==> src/rtl/ahb_lite_cordic_master_if.sv <==
// AHB-Lite bus between the CORDIC master and the accelerator's slave port.
// The master modport drives address/control/write data; the slave modport returns read data and response.
interface ahb_lite_cordic_master_if;
  logic [31:0] HADDR;
  logic [1:0]  HTRANS;
  logic        HWRITE;
  logic [2:0]  HSIZE;
  logic [2:0]  HBURST;
  logic [3:0]  HPROT;
  logic        HMASTLOCK;
  logic [31:0] HWDATA;
  logic [31:0] HRDATA;
  logic        HREADY;
  logic        HRESP;

  modport master (
    output HADDR, HTRANS, HWRITE, HSIZE, HBURST, HPROT, HMASTLOCK, HWDATA,
    input  HRDATA, HREADY, HRESP
  );

  modport slave (
    input  HADDR, HTRANS, HWRITE, HSIZE, HBURST, HPROT, HMASTLOCK, HWDATA,
    output HRDATA, HREADY, HRESP
  );
endinterface

==> src/rtl/ahb_lite_cordic_master.sv <==
// AHB-Lite single-transfer master: writes an operand to the CORDIC block, polls status, reads the result.
// Optional poll timeout is enabled by defining CORDIC_MASTER_TIMEOUT_EN.
module ahb_lite_cordic_master #(
  parameter logic [31:0] BASE_ADDR     = 32'h4000_0000,
  parameter int unsigned POLL_GAP      = 4,
  parameter int unsigned TIMEOUT_POLLS = 1024
) (
  input  logic                            HCLK,
  input  logic                            HRESETn,
  ahb_lite_cordic_master_if.master        ahb,
  input  logic                            cmd_valid,
  output logic                            cmd_ready,
  input  logic [31:0]                     cmd_data,
  output logic                            res_valid,
  input  logic                            res_ready,
  output logic [31:0]                     res_data,
  output logic                            res_err,
  output logic                            busy,
  output logic [3:0]                      dbg_state
);

  // Handshakes: a command transfers on a cycle where cmd_valid && cmd_ready; a result transfers on
  // a cycle where res_valid && res_ready. Once valid is raised its data holds until that transfer.
  typedef enum logic [3:0] {
    ST_IDLE, ST_WR_A, ST_WR_D, ST_GAP, ST_POLL_A, ST_POLL_D, ST_RD_A, ST_RD_D, ST_RESP
  } state_t;

  localparam logic [1:0] HTRANS_IDLE   = 2'b00;
  localparam logic [1:0] HTRANS_NONSEQ = 2'b10;
  localparam logic [7:0] GAP_LOAD      = 8'(POLL_GAP);
  localparam state_t     AFTER_DATA    = (POLL_GAP == 0) ? ST_POLL_A : ST_GAP;

  state_t      state_q, state_d;
  logic [7:0]  gap_q, gap_d;
  logic        err_q, err_d;
  logic [1:0]  htrans_q, htrans_d;
  logic [31:0] haddr_q, haddr_d;
  logic        hwrite_q, hwrite_d;
  logic [31:0] hwdata_q, hwdata_d;
  logic        cmd_ready_q, cmd_ready_d;
  logic        res_valid_q, res_valid_d;
  logic [31:0] res_data_q, res_data_d;
  logic        res_err_q, res_err_d;
  logic        busy_q, busy_d;
  logic        timeout_hit;

`ifdef CORDIC_MASTER_TIMEOUT_EN
  localparam logic [15:0] TO_LIMIT = 16'(TIMEOUT_POLLS);
  logic [15:0] poll_cnt_q, poll_cnt_d;
  assign timeout_hit = ((poll_cnt_q + 16'd1) == TO_LIMIT);
`else
  logic unused_timeout_param;
  assign unused_timeout_param = ^TIMEOUT_POLLS;
  assign timeout_hit = 1'b0;
`endif

  always_comb begin
    state_d    = state_q;
    gap_d      = gap_q;
    err_d      = err_q;
    hwdata_d   = hwdata_q;
    res_data_d = res_data_q;
    res_err_d  = res_err_q;
`ifdef CORDIC_MASTER_TIMEOUT_EN
    poll_cnt_d = poll_cnt_q;
`endif
    unique case (state_q)
      ST_IDLE: begin
        if (cmd_valid && cmd_ready_q) begin
          hwdata_d = cmd_data;
          err_d    = 1'b0;
          state_d  = ST_WR_A;
`ifdef CORDIC_MASTER_TIMEOUT_EN
          poll_cnt_d = '0;
`endif
        end
      end
      ST_WR_A:   if (ahb.HREADY) state_d = ST_WR_D;
      ST_POLL_A: if (ahb.HREADY) state_d = ST_POLL_D;
      ST_RD_A:   if (ahb.HREADY) state_d = ST_RD_D;
      ST_WR_D, ST_POLL_D, ST_RD_D: begin
        // err_q marks that the first ERROR cycle was seen; the second cycle ends the command.
        if (err_q) begin
          err_d      = 1'b0;
          res_err_d  = 1'b1;
          res_data_d = '0;
          state_d    = ST_RESP;
        end else if (ahb.HRESP) begin
          err_d = 1'b1;
        end else if (ahb.HREADY) begin
          if (state_q == ST_WR_D) begin
            gap_d   = GAP_LOAD;
            state_d = AFTER_DATA;
          end else if (state_q == ST_POLL_D) begin
`ifdef CORDIC_MASTER_TIMEOUT_EN
            poll_cnt_d = poll_cnt_q + 16'd1;
`endif
            if (ahb.HRDATA[0]) begin
              state_d = ST_RD_A;
            end else if (timeout_hit) begin
              res_err_d  = 1'b1;
              res_data_d = 32'hDEAD_0001;
              state_d    = ST_RESP;
            end else begin
              gap_d   = GAP_LOAD;
              state_d = AFTER_DATA;
            end
          end else begin
            res_data_d = ahb.HRDATA;
            res_err_d  = 1'b0;
            state_d    = ST_RESP;
          end
        end
      end
      ST_GAP: begin
        if (gap_q <= 8'd1) state_d = ST_POLL_A;
        else               gap_d   = gap_q - 8'd1;
      end
      ST_RESP: if (res_ready) state_d = ST_IDLE;
      default: state_d = ST_IDLE;
    endcase

    // Bus and port outputs are registered images of the state being entered.
    htrans_d = HTRANS_IDLE;
    haddr_d  = haddr_q;
    unique case (state_d)
      ST_WR_A:   begin htrans_d = HTRANS_NONSEQ; haddr_d = BASE_ADDR;          end
      ST_POLL_A: begin htrans_d = HTRANS_NONSEQ; haddr_d = BASE_ADDR + 32'h4;  end
      ST_RD_A:   begin htrans_d = HTRANS_NONSEQ; haddr_d = BASE_ADDR + 32'h8;  end
      default:   ;
    endcase
    hwrite_d    = (state_d == ST_WR_A);
    cmd_ready_d = (state_d == ST_IDLE);
    res_valid_d = (state_d == ST_RESP);
    busy_d      = (state_d != ST_IDLE);
  end

  always_ff @(posedge HCLK) begin
    if (!HRESETn) begin
      state_q     <= ST_IDLE;
      gap_q       <= '0;
      err_q       <= 1'b0;
      htrans_q    <= HTRANS_IDLE;
      haddr_q     <= '0;
      hwrite_q    <= 1'b0;
      hwdata_q    <= '0;
      cmd_ready_q <= 1'b0;
      res_valid_q <= 1'b0;
      res_data_q  <= '0;
      res_err_q   <= 1'b0;
      busy_q      <= 1'b0;
`ifdef CORDIC_MASTER_TIMEOUT_EN
      poll_cnt_q  <= '0;
`endif
    end else begin
      state_q     <= state_d;
      gap_q       <= gap_d;
      err_q       <= err_d;
      htrans_q    <= htrans_d;
      haddr_q     <= haddr_d;
      hwrite_q    <= hwrite_d;
      hwdata_q    <= hwdata_d;
      cmd_ready_q <= cmd_ready_d;
      res_valid_q <= res_valid_d;
      res_data_q  <= res_data_d;
      res_err_q   <= res_err_d;
      busy_q      <= busy_d;
`ifdef CORDIC_MASTER_TIMEOUT_EN
      poll_cnt_q  <= poll_cnt_d;
`endif
    end
  end

  assign ahb.HADDR     = haddr_q;
  assign ahb.HTRANS    = htrans_q;
  assign ahb.HWRITE    = hwrite_q;
  assign ahb.HWDATA    = hwdata_q;
  assign ahb.HSIZE     = 3'b010;
  assign ahb.HBURST    = 3'b000;
  assign ahb.HPROT     = 4'b0011;
  assign ahb.HMASTLOCK = 1'b0;
  assign cmd_ready     = cmd_ready_q;
  assign res_valid     = res_valid_q;
  assign res_data      = res_data_q;
  assign res_err       = res_err_q;
  assign busy          = busy_q;
  assign dbg_state     = state_q;

endmodule

==> src/flat_wrapper.sv <==
// flat-port wrapper written by rule: the top's interface ports become plain ports
module ahb_lite_cordic_master_flat 
#(
  parameter logic [31:0] BASE_ADDR     = 32'h4000_0000,
  parameter int unsigned POLL_GAP      = 4,
  parameter int unsigned TIMEOUT_POLLS = 1024
)
  (HCLK, HRESETn, cmd_valid, cmd_ready, cmd_data, res_valid, res_ready, res_data, res_err, busy, dbg_state, ahb_HADDR, ahb_HTRANS, ahb_HWRITE, ahb_HSIZE, ahb_HBURST, ahb_HPROT, ahb_HMASTLOCK, ahb_HWDATA, ahb_HRDATA, ahb_HREADY, ahb_HRESP);
  ahb_lite_cordic_master_if ahb_i ();
  input  logic HCLK;
  input  logic HRESETn;
  input  logic cmd_valid;
  output logic cmd_ready;
  input  logic [31:0] cmd_data;
  output logic res_valid;
  input  logic res_ready;
  output logic [31:0] res_data;
  output logic res_err;
  output logic busy;
  output logic [3:0] dbg_state;
  output wire logic [$bits(ahb_i.HADDR)-1:0] ahb_HADDR;
  output wire logic [$bits(ahb_i.HTRANS)-1:0] ahb_HTRANS;
  output wire logic [$bits(ahb_i.HWRITE)-1:0] ahb_HWRITE;
  output wire logic [$bits(ahb_i.HSIZE)-1:0] ahb_HSIZE;
  output wire logic [$bits(ahb_i.HBURST)-1:0] ahb_HBURST;
  output wire logic [$bits(ahb_i.HPROT)-1:0] ahb_HPROT;
  output wire logic [$bits(ahb_i.HMASTLOCK)-1:0] ahb_HMASTLOCK;
  output wire logic [$bits(ahb_i.HWDATA)-1:0] ahb_HWDATA;
  input wire logic [$bits(ahb_i.HRDATA)-1:0] ahb_HRDATA;
  input wire logic [$bits(ahb_i.HREADY)-1:0] ahb_HREADY;
  input wire logic [$bits(ahb_i.HRESP)-1:0] ahb_HRESP;
  assign ahb_HADDR = ahb_i.HADDR;
  assign ahb_HTRANS = ahb_i.HTRANS;
  assign ahb_HWRITE = ahb_i.HWRITE;
  assign ahb_HSIZE = ahb_i.HSIZE;
  assign ahb_HBURST = ahb_i.HBURST;
  assign ahb_HPROT = ahb_i.HPROT;
  assign ahb_HMASTLOCK = ahb_i.HMASTLOCK;
  assign ahb_HWDATA = ahb_i.HWDATA;
  assign ahb_i.HRDATA = ahb_HRDATA;
  assign ahb_i.HREADY = ahb_HREADY;
  assign ahb_i.HRESP = ahb_HRESP;
  ahb_lite_cordic_master #(.BASE_ADDR(BASE_ADDR), .POLL_GAP(POLL_GAP), .TIMEOUT_POLLS(TIMEOUT_POLLS)) u_core (.HCLK(HCLK), .HRESETn(HRESETn), .ahb(ahb_i), .cmd_valid(cmd_valid), .cmd_ready(cmd_ready), .cmd_data(cmd_data), .res_valid(res_valid), .res_ready(res_ready), .res_data(res_data), .res_err(res_err), .busy(busy), .dbg_state(dbg_state));
endmodule
==> config.mk <==
export PLATFORM = sky130hd
export DESIGN_NAME = ahb_lite_cordic_master_flat
export DESIGN_NICKNAME = d
export VERILOG_FILES = /design/src/rtl/ahb_lite_cordic_master_if.sv /design/src/rtl/ahb_lite_cordic_master.sv /design/src/flat_wrapper.sv
export SDC_FILE = /design/constraint.sdc
export NUM_CORES = 1
export LEC_CHECK = 0
export ABC_AREA = 1
export CORE_UTILIZATION = 44
export DETAILED_ROUTE_END_ITERATION = 16
export PLACE_DENSITY = 0.93
export SYNTH_ARGS = -nofsm -noshare
export SYNTH_HDL_FRONTEND = slang
export SYNTH_SLANG_ARGS = --single-unit
==> constraint.sdc <==
create_clock -name HCLK -period 3 [get_ports HCLK]
set_clock_uncertainty 0.05 [all_clocks]
set_input_delay 0.9 -clock HCLK [delete_from_list [all_inputs] [get_ports HCLK]]
set_output_delay 0.9 -clock HCLK [all_outputs]
set_load 0.005 [all_outputs]
==> flow_metrics.tcl <==
set metrics [dict create \
    status "complete, no violations" \
    detailroute.via_count 3493 \
    final_net_count 707 \
    die-width_um 95.0 \
    power.share.switching_pct 26.8 \
    clock_sinks 86 \
    synth_sequential_area_ratio_pct 45.2 \
    worst_hold_slack_ns 0.417 \
    vdd_ir_drop_max_uv 341 \
    timing.critical_path.arrival_ns 1.50 \
    slowest_delay_ns 0.61 \
    rsz0062_at_grt "false" \
    critical_path.cell_chain "clkdlybuf4s50_1" \
    crit_slowest_cell "sky130_fd_sc_hd__clkdlybuf4s50_1" \
    grt_usage_pct 20.7 \
    report.final.setup_viol 0 \
    layout_min_cycle_time_ns 2.45 \
    ios 188 \
    groute.layer.met3.usage_pct 8.05 \
    yosys_most_used_dff "sky130_fd_sc_hd__dfxtp_1" \
    power.combinational.fraction_pct 18.0 \
    synth_top_family_by_area "simple AND/OR/NAND/NOR gates" \
    hold_violations 0 \
    port_buffers 146 \
    synth_xor_xnor_area_share_pct 1.15 \
    max_slew_vio_count 0 \
    setup_total_negative_slack_ns 0 \
    rows 33 \
    globalRoute.totalOverflow 0 \
    worstHoldPathType "register to register" \
    wirelength_um 9310 \
    synth-adder-area-share_pct 0.658 \
    use_met1_pct 21.6 \
    hpwl_um 6970 \
    report.power.total_w 0.00252 \
    insertion_delay_ns 0.35 \
    cts_resized 0 \
    seqPwrFrac_pct 49.3 \
    crit_path_start_kind "register" \
    powerDensity_nw_per_um2 467 \
    post_route_cells_drive_above_1_share_pct 9.69 \
    worst-path-max-fanout 7 \
    synth_async_sr_flop_share_pct 0 \
    cts_max_level 3 \
    power.switching_w 0.000674 \
    grt_start_max_net_pins 48 \
    drt-initial-drc-count 113 \
    global_route.peak_usage_layer "met2" \
    commonest_cells_after_routing_fill_and_taps_aside "sky130_fd_sc_hd__clkdlybuf4s50_1 (146), sky130_fd_sc_hd__nand2_1 (100), sky130_fd_sc_hd__nor2_1 (88), sky130_fd_sc_hd__dfxtp_1 (86), sky130_fd_sc_hd__a21oi_1 (44)" \
    count_of_mapped_cells_out_of_synthesis 496 \
    achievable-frequency_mhz 407 \
    tritoncts_clock_tree "yes" \
    post_cts.repair.setup_buffers 0 \
    clk_pin_slew_worst_paths_ns 0.09 \
    fillCellCount 675 \
    synth_compound_gate_area_share_pct 11.6 \
    initial_core_util_pct 45.8 \
    cts_hold_buf 0 \
    leakage_nw 2.13 \
    syn_area_per_cell_um2 7.67 \
    antenna_found_initial 0 \
    post_synth_edffs 0 \
    required_ns 2.05 \
    detail-route-antenna-nets 0 \
    number_of_library_cell_types_mapped_by_synthesis 31 \
    first_global_vias 3299 \
    internal_power_w 0.00184 \
    synthToLayoutAreaGrowth_pct 41.6 \
    drv_cap 0 \
    critPathBufInv 1 \
    via_per_inst 4.69 \
    design.die.area_um2 9020 \
    cts_made_buffers 9 \
    min_period_over_period_pct 81.8 \
    cts_buffer_depth 2 \
    synth.area.mux_share_pct 0 \
    critPathCaptureType "output pin" \
    yosys_register_bits 86 \
    detail_route.drc_violations 0 \
    critical_path_type "register to output pin" \
    synthesis.yosys.warnings 0 \
    routed_wire_per_std_cell_um 12.5 \
    crit_family "buffers and inverters" \
    drt_pre_antenna_iters 4 \
    share_of_synthesized_cell_area_in_and_or_nand_and_nor_gates_pct 28.6 \
    layout.cells.most_common "sky130_fd_sc_hd__clkdlybuf4s50_1" \
    synthesis.area_um2 3800 \
    grt_pass1_wl_um 14600 \
    grtUsageMet2_pct 36.5 \
    share_clk_of_total_power_pct 32.8 \
    finalWeightedCongestion 0.885 \
    root_buffer "sky130_fd_sc_hd__clkbuf_8" \
    die_height_um 95.0 \
    floorplan.core_area_um2 8300 \
    antenna_cells_inserted 0 \
]
path summary, 6_finish.rpt:
kind                                                       from                               end  slack, ns  depth (start not counted)
worst max-delay path             u_core.dbg_state[0]$_SDFF_PN0_                      dbg_state[0]       0.55                          1
worst min-delay path            u_core.res_data[6]$_SDFFE_PN0P_   u_core.res_data[6]$_SDFFE_PN0P_       0.42                          2
worst max register to register     u_core.gap_q[0]$_SDFFE_PN0P_  u_core.ahb.HADDR[2]$_SDFFE_PN0P_       0.98                         12
worst min register to register  u_core.res_data[6]$_SDFFE_PN0P_   u_core.res_data[6]$_SDFFE_PN0P_       0.42                          2
per-stage QoR:
stage / util (%) / setup slack [ns] / area [um2] / instances
3_5_place_dp: 62.5 / 0.271 / 5190 / 729
4_1_cts: 64.9 / 0.530 / 5390 / 745
3_3_place_gp: 62.5 / 0.379 / 5190 / 729
6_report: 64.9 / 0.546 / 5390 / 745
5_1_grt: 64.9 / 0.499 / 5390 / 745
2_1_floorplan: - / 1.04 / 3950 / 535
tightest hold or removal path: stages (launching register included):
cell,delay (ns)
sky130_fd_sc_hd__dfxtp_1,0.32
sky130_fd_sc_hd__nand2_1,0.06
sky130_fd_sc_hd__a21oi_1,0.05
layer usage:
layer	share of wire, %	wire, um	vias to the layer above
met1	40	3740	1571
li1	-	-	1770
met2	49	4600	142
met5	0	0	-
met4	1.1	103	0
met3	9.3	863	10
power groups by stage:
stage	Combinational, W	Clock, W	Sequential (W)
finish	0.000452	0.000825	0.00124
global route	0.000501	0.000885	0.00125
CTS	0.000453	0.000845	0.00124
detailed placement	0.000451	0	0.00127
global placement	0.000442	0	0.00126
floorplan	0.000233	0	0.00127
logic make-up (layout without fill, tap and decap cells):
group           Yosys count  in the layout
simple gates            234            234
flops                    86             86
buf+inv                  84            189
compound gates           83             83
xor+xnor                  5              5
fa+ha+maj                 2              2
other cells               2             41
cells in the mapped netlist, types with 4 or more instances:
| cell type | n | area [um2] |
|---|---|---|
| sky130_fd_sc_hd__nand2_1 | 100 | 375 |
| sky130_fd_sc_hd__nor2_1 | 88 | 330 |
| sky130_fd_sc_hd__dfxtp_1 | 86 | 1720 |
| sky130_fd_sc_hd__a21oi_1 | 44 | 220 |
| sky130_fd_sc_hd__buf_4 | 41 | 308 |
| sky130_fd_sc_hd__o21ai_0 | 33 | 165 |
| sky130_fd_sc_hd__inv_1 | 17 | 63.8 |
| sky130_fd_sc_hd__clkbuf_1 | 11 | 41.3 |
| sky130_fd_sc_hd__nand2_4 | 7 | 78.8 |
| sky130_fd_sc_hd__nand3_1 | 7 | 35.0 |
| sky130_fd_sc_hd__nor2_2 | 7 | 43.8 |
| sky130_fd_sc_hd__buf_2 | 6 | 30.0 |
| sky130_fd_sc_hd__nand2_2 | 6 | 37.5 |
| sky130_fd_sc_hd__inv_2 | 5 | 18.8 |
| sky130_fd_sc_hd__xor2_1 | 5 | 43.8 |
| sky130_fd_sc_hd__buf_1 | 4 | 15.0 |
| sky130_fd_sc_hd__nand3_2 | 4 | 40.0 |
| sky130_fd_sc_hd__nor2_4 | 4 | 45.0 |
| sky130_fd_sc_hd__nor3_1 | 4 | 20.0 |
sequential cells by signal, indices dropped and copies added, names as in the netlist:
register,cells
u_core.err_q,1
u_core.res_data,32
u_core.res_valid,1
u_core.dbg_state,4
u_core.ahb.HADDR,3
u_core.gap_q,8
u_core.res_err,1
u_core.ahb.HWRITE,1
u_core.busy,1
u_core.ahb.HTRANS,1
u_core.ahb.HWDATA,32
u_core.cmd_ready,1
layout make-up:
type	count	area (um2)	area share, %
multi-input cells	365	1750	32.5
flip-flops and latches	86	1720	32.0
repair buffers	151	1500	27.8
well taps	105	131	2.44
clock buffers	10	128	2.37
inverters	22	82.6	1.53
clock inverters	6	71.3	1.32
No activity file was read; power rests on OpenSTA's default activity.
